--- src/rtl/enemy_pkg.sv ---
// Shared types, widths and helpers for the enemy wave sequencing logic.
package enemy_pkg;

   typedef enum logic [1:0] {
      IDLE       = 2'd0,
      PLAY       = 2'd1,
      CLEAR_WAIT = 2'd2
   } wave_state_t;

   localparam int         ENEMY_ID_W  = 4;
   localparam int         MAX_ENEMIES = 16;
   localparam int         LEVEL_W     = 4;
   localparam int         SPEED_W     = 11;
   localparam int         CNT_W       = 16;
   localparam logic [3:0] MAX_LEVEL   = 4'd15;

   // Speed for a level, computed wide so the sum never wraps before saturation.
   function automatic logic [SPEED_W-1:0] calc_speed(
      input logic [LEVEL_W-1:0] lvl,
      input int                 base,
      input int                 step,
      input int                 max_speed
   );
      logic [15:0] raw;
      raw = 16'(base) + 16'(lvl) * 16'(step);
      if (raw > 16'(max_speed)) begin
         return SPEED_W'(max_speed);
      end
      return SPEED_W'(raw);
   endfunction

endpackage

--- src/rtl/enemy_rr_picker.sv ---
// Round-robin picker: first set bit of mask strictly after start, wrapping
// around N. Purely combinational so the stock manager can reuse it.
module enemy_rr_picker
   import enemy_pkg::*;
#(
   parameter int N = 2
) (
   input  logic [N-1:0]            mask,
   input  logic [ENEMY_ID_W-1:0]   start,
   output logic                    found,
   output logic [ENEMY_ID_W-1:0]   id
);

   localparam int IW = ENEMY_ID_W + 1;

   logic [MAX_ENEMIES-1:0] mask_ext;
   logic [IW-1:0]          idx;

   // Walk candidates start+1 .. start+N (mod N); the first live one wins.
   always_comb begin
      mask_ext          = '0;
      mask_ext[N-1:0]   = mask;
      found             = 1'b0;
      id                = '0;
      idx               = '0;
      for (int k = 1; k <= N; k++) begin
         idx = {1'b0, start} + IW'(k);
         if (idx >= IW'(N)) begin
            idx = idx - IW'(N);
         end
         if (!found && mask_ext[idx[ENEMY_ID_W-1:0]]) begin
            found = 1'b1;
            id    = idx[ENEMY_ID_W-1:0];
         end
      end
   end

endmodule

--- src/rtl/enemy_wave_controller.sv ---
// Enemy wave sequencer: tracks live enemies, clears a wave when the last one
// dies, waits a number of frames, then starts the next (faster) level. Also
// schedules enemy fire round-robin among the live enemies.
//
// Fire handshake: fireReq is a valid that, once raised, holds with fireId
// stable until the cycle fireAck is sampled high (transfer happens on that
// edge, fireReq low the following cycle). The request may also be withdrawn
// without a transfer when the firing enemy is killed or the wave leaves PLAY.
// An ack in the same cycle as such a withdrawal still counts as a transfer.
module enemy_wave_controller
   import enemy_pkg::*;
#(
   parameter int AMOUNT_OF_ENEMIES = 2,
   parameter int BASE_SPEED        = 64,
   parameter int SPEED_STEP        = 16,
   parameter int MAX_SPEED         = 256,
   parameter int FIRE_PERIOD       = 60,
   parameter int LEVEL_DELAY       = 90
) (
   input  logic                         clk,
   input  logic                         resetN,
   input  logic                         startOfFrame,
   input  logic                         pause,
   input  logic                         gameStart,
   input  logic                         hitValid,
   input  logic [ENEMY_ID_W-1:0]        hitId,
   input  logic                         fireAck,
   output logic [AMOUNT_OF_ENEMIES-1:0] aliveMask,
   output logic                         newLevel,
   output logic [LEVEL_W-1:0]           level,
   output logic [SPEED_W-1:0]           enemySpeed,
   output logic                         waveClear,
   output logic                         fireReq,
   output logic [ENEMY_ID_W-1:0]        fireId,
   output logic [1:0]                   waveState
);

   localparam int             N          = AMOUNT_OF_ENEMIES;
   localparam logic [N-1:0]   ALL_ALIVE  = {N{1'b1}};
   localparam logic [1:0]     S_IDLE     = IDLE;
   localparam logic [1:0]     S_PLAY     = PLAY;
   localparam logic [1:0]     S_CLEAR    = CLEAR_WAIT;
   localparam logic [CNT_W-1:0] FIRE_LAST  = CNT_W'(FIRE_PERIOD - 1);
   localparam logic [CNT_W-1:0] DELAY_LAST = CNT_W'(LEVEL_DELAY - 1);

   logic [CNT_W-1:0]        fire_cnt;
   logic [CNT_W-1:0]        delay_cnt;
   logic [ENEMY_ID_W-1:0]   last_fired;

   logic [MAX_ENEMIES-1:0]  alive_ext;
   logic                    hit_in_range;
   logic                    hit_eff;
   logic [N-1:0]            hit_clear;
   logic [N-1:0]            alive_next;
   logic                    hit_on_fire;
   logic                    frame_tick;
   logic                    fire_wrap;
   logic                    delay_done;
   logic                    leave_play;
   logic [LEVEL_W-1:0]      level_up;
   logic                    pick_found;
   logic [ENEMY_ID_W-1:0]   pick_id;

   // Hit qualification, frame events and next-level value.
   always_comb begin
      alive_ext        = '0;
      alive_ext[N-1:0] = aliveMask;
      hit_in_range     = ({1'b0, hitId} < 5'(N));
      hit_eff          = (waveState == S_PLAY) && hitValid && hit_in_range
                         && alive_ext[hitId];
      hit_clear        = '0;
      for (int i = 0; i < N; i++) begin
         hit_clear[i] = hit_eff && (hitId == ENEMY_ID_W'(i));
      end
      alive_next  = aliveMask & ~hit_clear;
      hit_on_fire = hit_eff && (hitId == fireId);
      frame_tick  = startOfFrame && !pause;
      fire_wrap   = frame_tick && (fire_cnt == FIRE_LAST);
      delay_done  = frame_tick && (delay_cnt == DELAY_LAST);
      // A kill during pause is kept, but the wave only ends once unpaused.
      leave_play  = (waveState == S_PLAY) && !pause && (alive_next == '0);
      level_up    = (level == MAX_LEVEL) ? level : level + 4'd1;
   end

   // Next live shooter after the last one that actually fired. Searching the
   // post-hit mask keeps a dying enemy from being selected.
   enemy_rr_picker #(
      .N (N)
   ) u_picker (
      .mask  (alive_next),
      .start (last_fired),
      .found (pick_found),
      .id    (pick_id)
   );

   // Wave state machine, alive mask, level/speed and frame counters.
   always_ff @(posedge clk or negedge resetN) begin
      if (!resetN) begin
         waveState  <= S_IDLE;
         aliveMask  <= '0;
         newLevel   <= 1'b0;
         level      <= '0;
         enemySpeed <= SPEED_W'(BASE_SPEED);
         waveClear  <= 1'b0;
         fire_cnt   <= '0;
         delay_cnt  <= '0;
      end else begin
         newLevel <= 1'b0;
         case (waveState)
            S_IDLE: begin
               if (gameStart && !pause) begin
                  waveState  <= S_PLAY;
                  aliveMask  <= ALL_ALIVE;
                  level      <= '0;
                  enemySpeed <= calc_speed('0, BASE_SPEED, SPEED_STEP, MAX_SPEED);
                  newLevel   <= 1'b1;
                  fire_cnt   <= '0;
                  delay_cnt  <= '0;
               end
            end
            S_PLAY: begin
               aliveMask <= alive_next;
               if (leave_play) begin
                  waveState <= S_CLEAR;
                  waveClear <= 1'b1;
                  fire_cnt  <= '0;
                  delay_cnt <= '0;
               end else if (frame_tick) begin
                  fire_cnt <= fire_wrap ? '0 : fire_cnt + CNT_W'(1);
               end
            end
            S_CLEAR: begin
               if (delay_done) begin
                  waveState  <= S_PLAY;
                  waveClear  <= 1'b0;
                  aliveMask  <= ALL_ALIVE;
                  level      <= level_up;
                  enemySpeed <= calc_speed(level_up, BASE_SPEED, SPEED_STEP, MAX_SPEED);
                  newLevel   <= 1'b1;
                  fire_cnt   <= '0;
                  delay_cnt  <= '0;
               end else if (frame_tick) begin
                  delay_cnt <= delay_cnt + CNT_W'(1);
               end
            end
            default: begin
               waveState <= S_IDLE;
            end
         endcase
      end
   end

   // Fire request handshake and round-robin history.
   always_ff @(posedge clk or negedge resetN) begin
      if (!resetN) begin
         fireReq    <= 1'b0;
         fireId     <= '0;
         last_fired <= ENEMY_ID_W'(N - 1);
      end else begin
         if (fireReq && fireAck) begin
            // Ack wins over a same-cycle kill or wave end: the shot counts.
            fireReq    <= 1'b0;
            last_fired <= fireId;
         end else if (fireReq && ((waveState != S_PLAY) || leave_play || hit_on_fire)) begin
            fireReq <= 1'b0;
         end else if (!fireReq && (waveState == S_PLAY) && !leave_play
                      && fire_wrap && pick_found) begin
            fireReq <= 1'b1;
            fireId  <= pick_id;
         end
      end
   end

endmodule

--- config.mk ---
export PLATFORM = sky130hd
export DESIGN_NAME = enemy_wave_controller
export DESIGN_NICKNAME = d
export VERILOG_FILES = /design/src/rtl/enemy_pkg.sv /design/src/rtl/enemy_rr_picker.sv /design/src/rtl/enemy_wave_controller.sv
export SDC_FILE = /design/constraint.sdc
export NUM_CORES = 1
export LEC_CHECK = 0
export ABC_AREA = 1
export BUFFER_PORTS_ARGS = -buffer_cell sky130_fd_sc_hd__buf_2
export CAP_MARGIN = 20
export CORE_AREA = 2 2 123 77
export CTS_BUF_LIST = sky130_fd_sc_hd__clkbuf_4
export CTS_CLUSTER_DIAMETER = 150
export DETAILED_ROUTE_END_ITERATION = 16
export DIE_AREA = 0 0 125 79
export PLACE_DENSITY_LB_ADDON = 0.08
export SYNTH_ARGS = -nofsm -noshare
export SYNTH_HDL_FRONTEND = slang
export SYNTH_SLANG_ARGS = --single-unit
--- constraint.sdc ---
create_clock -name clk -period 2.7 [get_ports clk]
set_clock_uncertainty 0.2 [all_clocks]
set_input_delay 0.54 -clock clk [delete_from_list [all_inputs] [get_ports clk]]
set_output_delay 0.54 -clock clk [all_outputs]
set_load 0.03 [all_outputs]
; ---- Word level (Yosys, flattened, before mapping)
; Index checks and enable logic that the tools add are counted.
[word_totals]
in_bits = 11
reg_bits = 62
wordCells = 132
out_inout_bits = 26
[classes]
n_bitwise = 4
n_addsub = 8
n_reduce_logical = 39
order_cmp = 7
mux = 50
n_eq_ne = 13
[ops]
columns = cell, count
row1 = two-way mux 16 bit, 8
row2 = one-hot mux 16 bit (3 select lines), 2
row3 = two-way mux 11 bit, 4
row4 = "adder 16 x 1 -> 16 bit, second input constant", 2
row5 = two-way mux 4 bit, 7
row6 = one-hot mux 11 bit (2 select lines), 1
row7 = logical AND 1 bit, 19
row8 = "== test 16 x 6 -> 1 bit, second input constant", 1
row9 = "== test 16 x 7 -> 1 bit, second input constant", 1
row10 = "< comparator 4 x 5 -> 1 bit, second input constant", 3
row11 = two-way mux 1 bit, 15
row12 = AND reduction 3 bit, 5
row13 = binary-select mux 1 bit (select 4 bit), 3
row14 = one-hot mux 2 bit (3 select lines), 2
row15 = ">= comparator 5 x 2 -> 1 bit, second input constant", 2
row16 = two-way mux 2 bit, 5
row17 = "adder 7 x 8 -> 9 bit, first input constant", 1
row18 = "> comparator 9 bit, second input constant", 1
row19 = one-hot mux 4 bit (2 select lines), 1
row20 = AND reduction 4 bit, 2
row21 = "subtractor 4 x 2 -> 4 bit, second input constant", 2
row22 = "!= test 2 bit, second input constant", 3
row23 = "!= test 3 bit, second input constant", 2
row24 = nonzero test 3 bit, 2
row25 = 19 further kinds, 27

; ---- Depth between registers and ports, before layout
; Gate-level depths: netlist (run 1).
[depth]
depth_word = 17
depth_mapped = 14
mapped_depth_nobuf = 14

; ---- Modules after synthesis
; Synthesis (run 1) repeated with hierarchy kept, for this count alone.
[unflattened]
cells_unflattened = 630
area_unflattened_um2 = 4155.2
[modules_own_cells]
columns = mod, area_per_inst_um2, instances, cells_per_inst, seq_area_each_um2
row1 = enemy_wave_controller, 3822.4, 1, 571, 1403.8
row2 = enemy_rr_picker, 332.8, 1, 59, 0.0

; ---- Worst setup path after synthesis (run 1)
; OpenSTA, ideal clock, no wires.
[synth_timing]
kind = reg-to-reg
start = register last_fired[0]
end = register fireId[0]
stages_incl_launch_ff = 12
period_less_slack_ns = 2.203
setup_slack_ns = 0.497
setup_ns = 0.066
required_time_ns = 2.434
path_buffers = 0
arrival_time_ns = 1.937
path_cell_list = dfstp_2 -> inv_1 -> ha_1 -> inv_1 -> ha_1 -> nand3b_1 -> nand3_1 -> nand2_1 -> nand3_1 -> a21oi_1 -> nand2_1 -> nand2_1
[synth_via]
elab_chain_cells = 11
word_cells_on_any_way = 20
cone_classes = 4 x add/sub / 2 x order compare / 10 x mux / 4 x reduce/logical
[synth_rtl]
columns = element, line_no
row1 = from (decl), enemy_wave_controller.sv:48  ; logic [ENEMY_ID_W-1:0] last_fired;
row2 = from (signal assigned), enemy_wave_controller.sv:158  ; last_fired <= ENEMY_ID_W'(N - 1);
row3 = from (signal assigned), enemy_wave_controller.sv:163  ; last_fired <= fireId;
row4 = adder 4 x 1 -> 5 bit, enemy_rr_picker.sv:27  ; idx = {1'b0, start} + IW'(k);
row5 = subtractor 4 x 2 -> 4 bit / >= comparator 5 x 2 -> 1 bit (equally long branches), "enemy_rr_picker.sv:29, enemy_rr_picker.sv:28"
row6 = two-way mux 4 bit, enemy_rr_picker.sv:28  ; if (idx >= IW'(N)) begin
row7 = binary-select mux 1 bit (select 4 bit), enemy_rr_picker.sv:31  ; if (!found && mask_ext[idx[ENEMY_ID_W-1:0]]) begin
row8 = two-way mux 1 bit (not written as such), enemy_rr_picker.sv:31
row9 = two-way mux 1 bit, enemy_rr_picker.sv:31
row10 = zero test 1 bit, enemy_rr_picker.sv:31
row11 = logical AND 1 bit, enemy_rr_picker.sv:31
row12 = two-way mux 1 bit, enemy_rr_picker.sv:31
row13 = logical AND 1 bit, enemy_wave_controller.sv:167  ; && fire_wrap && pick_found) begin
row14 = AND reduction 3 bit (no line), n/a
row15 = to (signal assigned), enemy_wave_controller.sv:169  ; fireId <= pick_id;
row16 = to (decl), enemy_wave_controller.sv:34  ; output logic [ENEMY_ID_W-1:0] fireId,
; Several ways; a longest one is shown, not always the timed one. The select of a mux whose other input is x is not followed.
; A chain may end at the register's enable or synchronous reset.

; ---- Worst setup path after layout (run 1)
[layout_timing]
start = register last_fired[0]
end = register fireId[2]
; The elaborated chain is that of the path after synthesis.

==> results.sh, run 1 <==
export IMPL_syn_to_final_growth_pct=6.903
export IMPL_grt_usage=0.2027
export IMPL_synth_area_per_cell_um2=7.052
export IMPL_cts_tree="built"
export IMPL_cts_resized_gates=0
export IMPL_insertion_delay_ns=0.40
export IMPL_min_period_ns=2.523
export IMPL_n_fill_cell=919
export IMPL_dr_pass1_iters=4
export IMPL_core_region_area_um2=8851
export IMPL_tns_ns=0
export IMPL_cts_hold_buffers=0
export IMPL_finalHoldViolCount=0
export IMPL_start_kind="flip-flop"
export IMPL_dieArea_um2=9875
export IMPL_die_w_um=125
export IMPL_cts_setup_buffers=0
export IMPL_max_cap_violations=0
export IMPL_gp_congestion=0.8766
export IMPL_num_vias=3607
export IMPL_powerDensity_nw_per_um2=509.5
export IMPL_min_path_type="primary input to asynchronous set/reset pin"
export IMPL_yosys_warnings=0
export IMPL_synthTopCellsByArea="dfrtp_1 35%, nand2_1 14%, nand3_1 8.9%"
export IMPL_required_ns=2.79
export IMPL_critPathKind="flip-flop to flip-flop"
export IMPL_drive_gt1_frac=0.1086
export IMPL_diodes=0
export IMPL_rsz0062_at_grt="false"
export IMPL_dp_hpwl_um=7036
export IMPL_syn_instance_count=550
export IMPL_netlist_area_leader_share=0.3484
export IMPL_cts_buffer_depth=2
export IMPL_synth_seq_cells=56
export IMPL_max_freq_mhz=396.3
export IMPL_initial_core_util=0.4382
export IMPL_clockRootBuffer="clkbuf_4"
export IMPL_tightest_slew_ns=0.7273
export IMPL_drt_wl_total_um=9415
export IMPL_cts_sinks=56
export IMPL_fin_crit_sh=0.9346
export IMPL_synth_top_area_cell="dfrtp_1"
export IMPL_grt_max_degree=57
export IMPL_peakVddDrop_uv=265.3
export IMPL_whs_ns=0.06769
export IMPL_pin_count=37
export IMPL_numCtsBuffers=5
export IMPL_seq_area_frac_synth=0.3619
export IMPL_dp_cells=689
export IMPL_avgViaCountPerCell=5.182
export IMPL_wl_per_cell_um=13.53
export IMPL_clk_pin_slew_ns=0.16
export IMPL_final_antenna_net_count=0
export IMPL_drt_initial_drc_count=200
export IMPL_grt_pass1_vias=3286
export IMPL_antenna_found_initial=0
export IMPL_syn_area_um2=3879
export IMPL_die_y_um=79
export IMPL_final_setup_viol_count=0
export IMPL_reg2regPathDepth=10
export IMPL_rows=27
export IMPL_p_leak_uw=0.002082
export IMPL_status="completed"
export IMPL_worstPathArrival_ns=2.61
export IMPL_cp_end_kind="flip-flop"
export IMPL_nets=602
export IMPL_stdcell_count=696
export IMPL_relSlewSlack=0.5151
export IMPL_portBuffers=30
export IMPL_grt_pass1_wl_um=16240
export IMPL_h_tree_depth=2
export IMPL_worstPathMaxFanout=8
export IMPL_yosysUniqueCellTypes=36
export IMPL_grt_ovfl_total=0
export IMPL_drc=0
export IMPL_slew_violations=0
## critical path: stages, from the launching register on
cell and delay (ns):
dfstp_2 0.65, inv_1 0.13, ha_1 0.32, inv_1 0.08, ha_1 0.21, nand3b_1 0.13
nand3_1 0.07, nand2_1 0.10, nand3_1 0.10, a21oi_1 0.33, nor2_1 0.09
## per-layer routing
layer	up-vias	part of all wire	GRT usage
li1	1831	-	-
met1	1668	0.56	0.3206
met2	100	0.38	0.2859
met3	8	0.050	0.03841
met4	0	0.0058	0.03556
met5	-	0	0
## sequential cells by signal, summed over array words and instances (netlist names)
signal      count
enemySpeed      5
fireReq         1
fireId          4
fire_cnt       16
level           4
delay_cnt      16
waveClear       1
newLevel        1
aliveMask       2
last_fired      4
waveState       2
## cell usage after synthesis (all sizes together)
library cell  count
a21oi             7
a22o              1
buf              17
clkbuf            1
conb              1
dfrtp            54
dfstp             2
ha               11
inv              64
mux2i             1
nand2           152
nand3            70
nand3b            6
nand4            19
nor2             64
nor3             17
nor3b             2
nor4              3
o21a              1
o21ai            33
o21bai            1
or2               1
xnor2             1
xor2             21
## path summary, 6_finish.rpt
check	startpoint	to	slack (ns)
worst max-delay path	last_fired[0]	fireId[2]	0.18
worst min-delay path	resetN	level[3]	0.07
worst max register to register	last_fired[0]	fireId[2]	0.18
worst min register to register	waveClear	waveClear	0.29
max in group asynchronous	resetN	fire_cnt[1]	1.76
min in group clk	waveClear	waveClear	0.29
## cells in the final DEF (no fill, tap or decap), drive strengths merged, types with 7 or more instances in the layout
cell / synthesis / routed
nand2: 152 / 152
nand3: 70 / 70
nor2: 64 / 64
inv: 64 / 64
dfrtp: 54 / 54
buf: 17 / 36
o21ai: 33 / 33
xor2: 21 / 21
nand4: 19 / 19
nor3: 17 / 17
ha: 11 / 11
a21oi: 7 / 7
## logic make-up (layout without fill, tap and decap cells)
family	after synthesis	after routing	synth area share
mux	1	1	0.002581
xor+xnor	22	22	0.04968
compound gates	43	43	0.06162
other cells	1	6	0.0009668
simple gates	334	334	0.3894
flops	56	56	0.3619
buf+inv	82	107	0.09838
fa+ha+maj	11	11	0.03548
## per-stage QoR
step	total power [uW]	setup slack [ns]	util	instance area, um2
after detailed placement	1750	0.2109	0.4628	4096
after CTS	2131	0.1807	0.4685	4146
after global placement	1745	0.2732	0.4628	4096
after global routing	2268	0.008954	0.4685	4146
after floorplan	1593	0.4974	-	3897
final	2113	0.1766	0.4685	4146
## power by group
| group | internal [uW] | switching, uW |
|---|---|---|
| clock network | 107 | 270 |
| registers | 908 | 78.2 |
| logic | 210 | 540 |
| total | 1230 | 887 |
## cell type report
type,count,area [um2],area share
clock inverter,1,5.005,0.001207
clock buffer,6,45.04,0.01086
timing repair buffer,36,195.2,0.04707
tap,116,145.1,0.03500
multi-input combinational,417,2112,0.5094
inverter,64,240.2,0.05794
sequential,56,1404,0.3386
(Power assumes the default switching activity.)
==> run 2: changes to the inputs <==
Settings changed: BUFFER_PORTS_ARGS -buffer_cell sky130_fd_sc_hd__buf_2 to -buffer_cell sky130_fd_sc_hd__clkbuf_2.
Clock period 2.7 ns to 2.3 ns, I/O delays scaled along.
==> run 2 against run 1 <==
  * Register-to-register slack worse by 0.07 ns
  * Sequential share of layout area shrank 1.3 points
  * Worst setup slack lost 0.069 ns
  * Critical path type unchanged
  * Critical path depth increased by 1
  * Sequential cell count unchanged
  * Cell count increased by 1.6%
  * Power rose by 27%
  * Combinational power increased by 28%
  * Count of clock-buffer cells in the layout decreased by 1
  * Clock power rose by 48%
  * Routed wire length grew 3.2%
==> results.sh, run 2 (synthesized netlist as in run 1, its figures left out) <==
export IMPL_insertion_delay_ns=0.40
export IMPL_wl_per_cell_um=13.75
export IMPL_finalHoldViolCount=0
export IMPL_start_kind="flip-flop"
export IMPL_required_ns=2.44
export IMPL_initial_core_util=0.4382
export IMPL_combPwrFrac=0.358
export IMPL_syn_to_final_growth_pct=11.48
export IMPL_final_util=0.4886
export IMPL_pin_count=37
export IMPL_dr_pass1_iters=5
export IMPL_num_vias=3620
export IMPL_rows=27
export IMPL_cts_sinks=56
export IMPL_critPathKind="flip-flop to flip-flop"
export IMPL_drc=0
export IMPL_p_leak_uw=0.002162
export IMPL_clockRootBuffer="clkbuf_4"
export IMPL_cts_buffer_depth=2
export IMPL_fin_crit_sh=0.9534
export IMPL_grt_pass1_vias=3239
export IMPL_pwr_share_clk=0.209
export IMPL_p_sw_frac=0.4051
export IMPL_dieArea_um2=9875
export IMPL_p_switching_uw=1086
export IMPL_avgViaCountPerCell=5.120
export IMPL_total_power_uw=2681
export IMPL_worstPathArrival_ns=2.33
export IMPL_min_period_ns=2.193
export IMPL_layout_commonest_cell="nand2_1"
export IMPL_dp_hpwl_um=7302
export IMPL_slew_violations=0
export IMPL_diodes=0
export IMPL_n_fill_cell=897
export IMPL_final_setup_viol_count=0
export IMPL_whs_ns=0.2834
export IMPL_rsz0062_at_grt="true"
export IMPL_r2r_start="last_fired[0]"
export IMPL_die_y_um=79
export IMPL_core_region_area_um2=8851
export IMPL_drt_wl_total_um=9718
export IMPL_regToRegEndpoint="fireId[0]"
export IMPL_clk_pin_slew_ns=0.16
export IMPL_crit_end="fireId[0]"
export IMPL_drt_initial_drc_count=261
export IMPL_powerDensity_nw_per_um2=620.0
export IMPL_grt_ovfl_total=0
export IMPL_worstPathMaxFanout=5
export IMPL_nets=612
export IMPL_grt_usage=0.2055
export IMPL_seq_area_um2=1406
export IMPL_cts_tree="built"
export IMPL_peakVddDrop_uv=353.0
export IMPL_grt_max_degree=57
export IMPL_max_cap_violations=0
export IMPL_max_freq_mhz=456.1
export IMPL_min_path_type="primary input to flip-flop"
export IMPL_dp_cells=697
export IMPL_die_w_um=125
export IMPL_power_internal_uw=1595
export IMPL_grt_pass1_wl_um=16570
export IMPL_gp_congestion=0.8984
export IMPL_stdcell_count=707
export IMPL_final_antenna_net_count=0
export IMPL_rrSetupSlack_ns=0.11
export IMPL_tns_ns=0
export IMPL_most_common_layout_cells="146 x nand2_1, 68 x nand3_1, 60 x nor2_1, 58 x inv_1, 52 x dfrtp_1"
export IMPL_drive_gt1_frac=0.1371
export IMPL_portBuffers=30
export IMPL_antenna_found_initial=0
export IMPL_h_tree_depth=2
export IMPL_multi_input_area_um2=2138
export IMPL_cp_end_kind="flip-flop"
export IMPL_numCtsBuffers=5
export IMPL_cp_startpoint="last_fired[0]"
export IMPL_status="completed"
export IMPL_top_regs="delay_cnt: 16 flops, fire_cnt: 16 flops, enemySpeed: 5 flops"
export IMPL_reg2regPathDepth=11
export IMPL_seqPwrFrac=0.433
[run 2: cell types whose count changed in the layout (fill, tap and decap cells not counted), moves of 2 or more]
cell,previous run,this run
nand2_2,2,4
buf_2,30,0
buf_12,0,3
nand2_1,148,146
clkbuf_2,0,30
dfrtp_1,54,52
buf_4,6,11
dfrtp_2,0,2
[run 2: per-stage QoR]
| step | setup WS, ns | area [um2] |
|---|---|---|
| floorplan | 0.09740 | 3897 |
| CTS | 0.01427 | 4288 |
| global placement | 0.07729 | 4194 |
| detailed placement | -0.02509 | 4194 |
| global route | -0.02977 | 4324 |
| finish | 0.1073 | 4324 |
[run 2: power groups by stage]
stage	logic [uW]	registers (uW)	clock network [uW]
after global placement	936	1180	0
after CTS	954	1160	583
after global routing	1070	1180	623
after detailed placement	947	1180	0
after floorplan	611	1260	0
final	960	1160	559
[run 2: area by class of cell]
cell class	count	area share
multi-input cells	417	0.4945
flip-flops and latches	56	0.3252
repair buffers	46	0.07263
inverters	64	0.05556
well taps	116	0.03356
clock inverters	3	0.009838
clock buffers	5	0.008681
[run 2: worst min path at each step]
stage	from	end	cells past startpoint
CTS	gameStart	newLevel	4
global placement	enemySpeed[7]	enemySpeed[7]	2
floorplan	resetN	aliveMask[0]	0
finish	gameStart	newLevel	4
global route	gameStart	newLevel	4
detailed placement	enemySpeed[8]	enemySpeed[8]	2
[run 2: routing by layer]
metal | vias up | share of wire | global-route usage
li1 | 1848 | - | -
met1 | 1646 | 0.57 | 0.3424
met2 | 119 | 0.37 | 0.2674
met3 | 7 | 0.061 | 0.04111
met4 | 0 | 0.0055 | 0.03333
met5 | - | 0 | 0
[run 2: critical path: stages (launching register included)]
cell and delay (ns):
dfstp_2 0.60, inv_1 0.06, ha_1 0.31, inv_2 0.09, ha_4 0.15, nand3b_1 0.11, nand3_1 0.09, nand2_2 0.09
nand3_2 0.09, a21oi_2 0.21, nand2_1 0.07, nand2_1 0.06
[run 2: repair_timing]
item,in CTS,in global routing
endpoints found under the hold margin,54,0
gates resized for setup,1,9
pin swaps,0,1
hold buffers,1,0
setup buffers,0,1
setup endpoints to repair,4,36
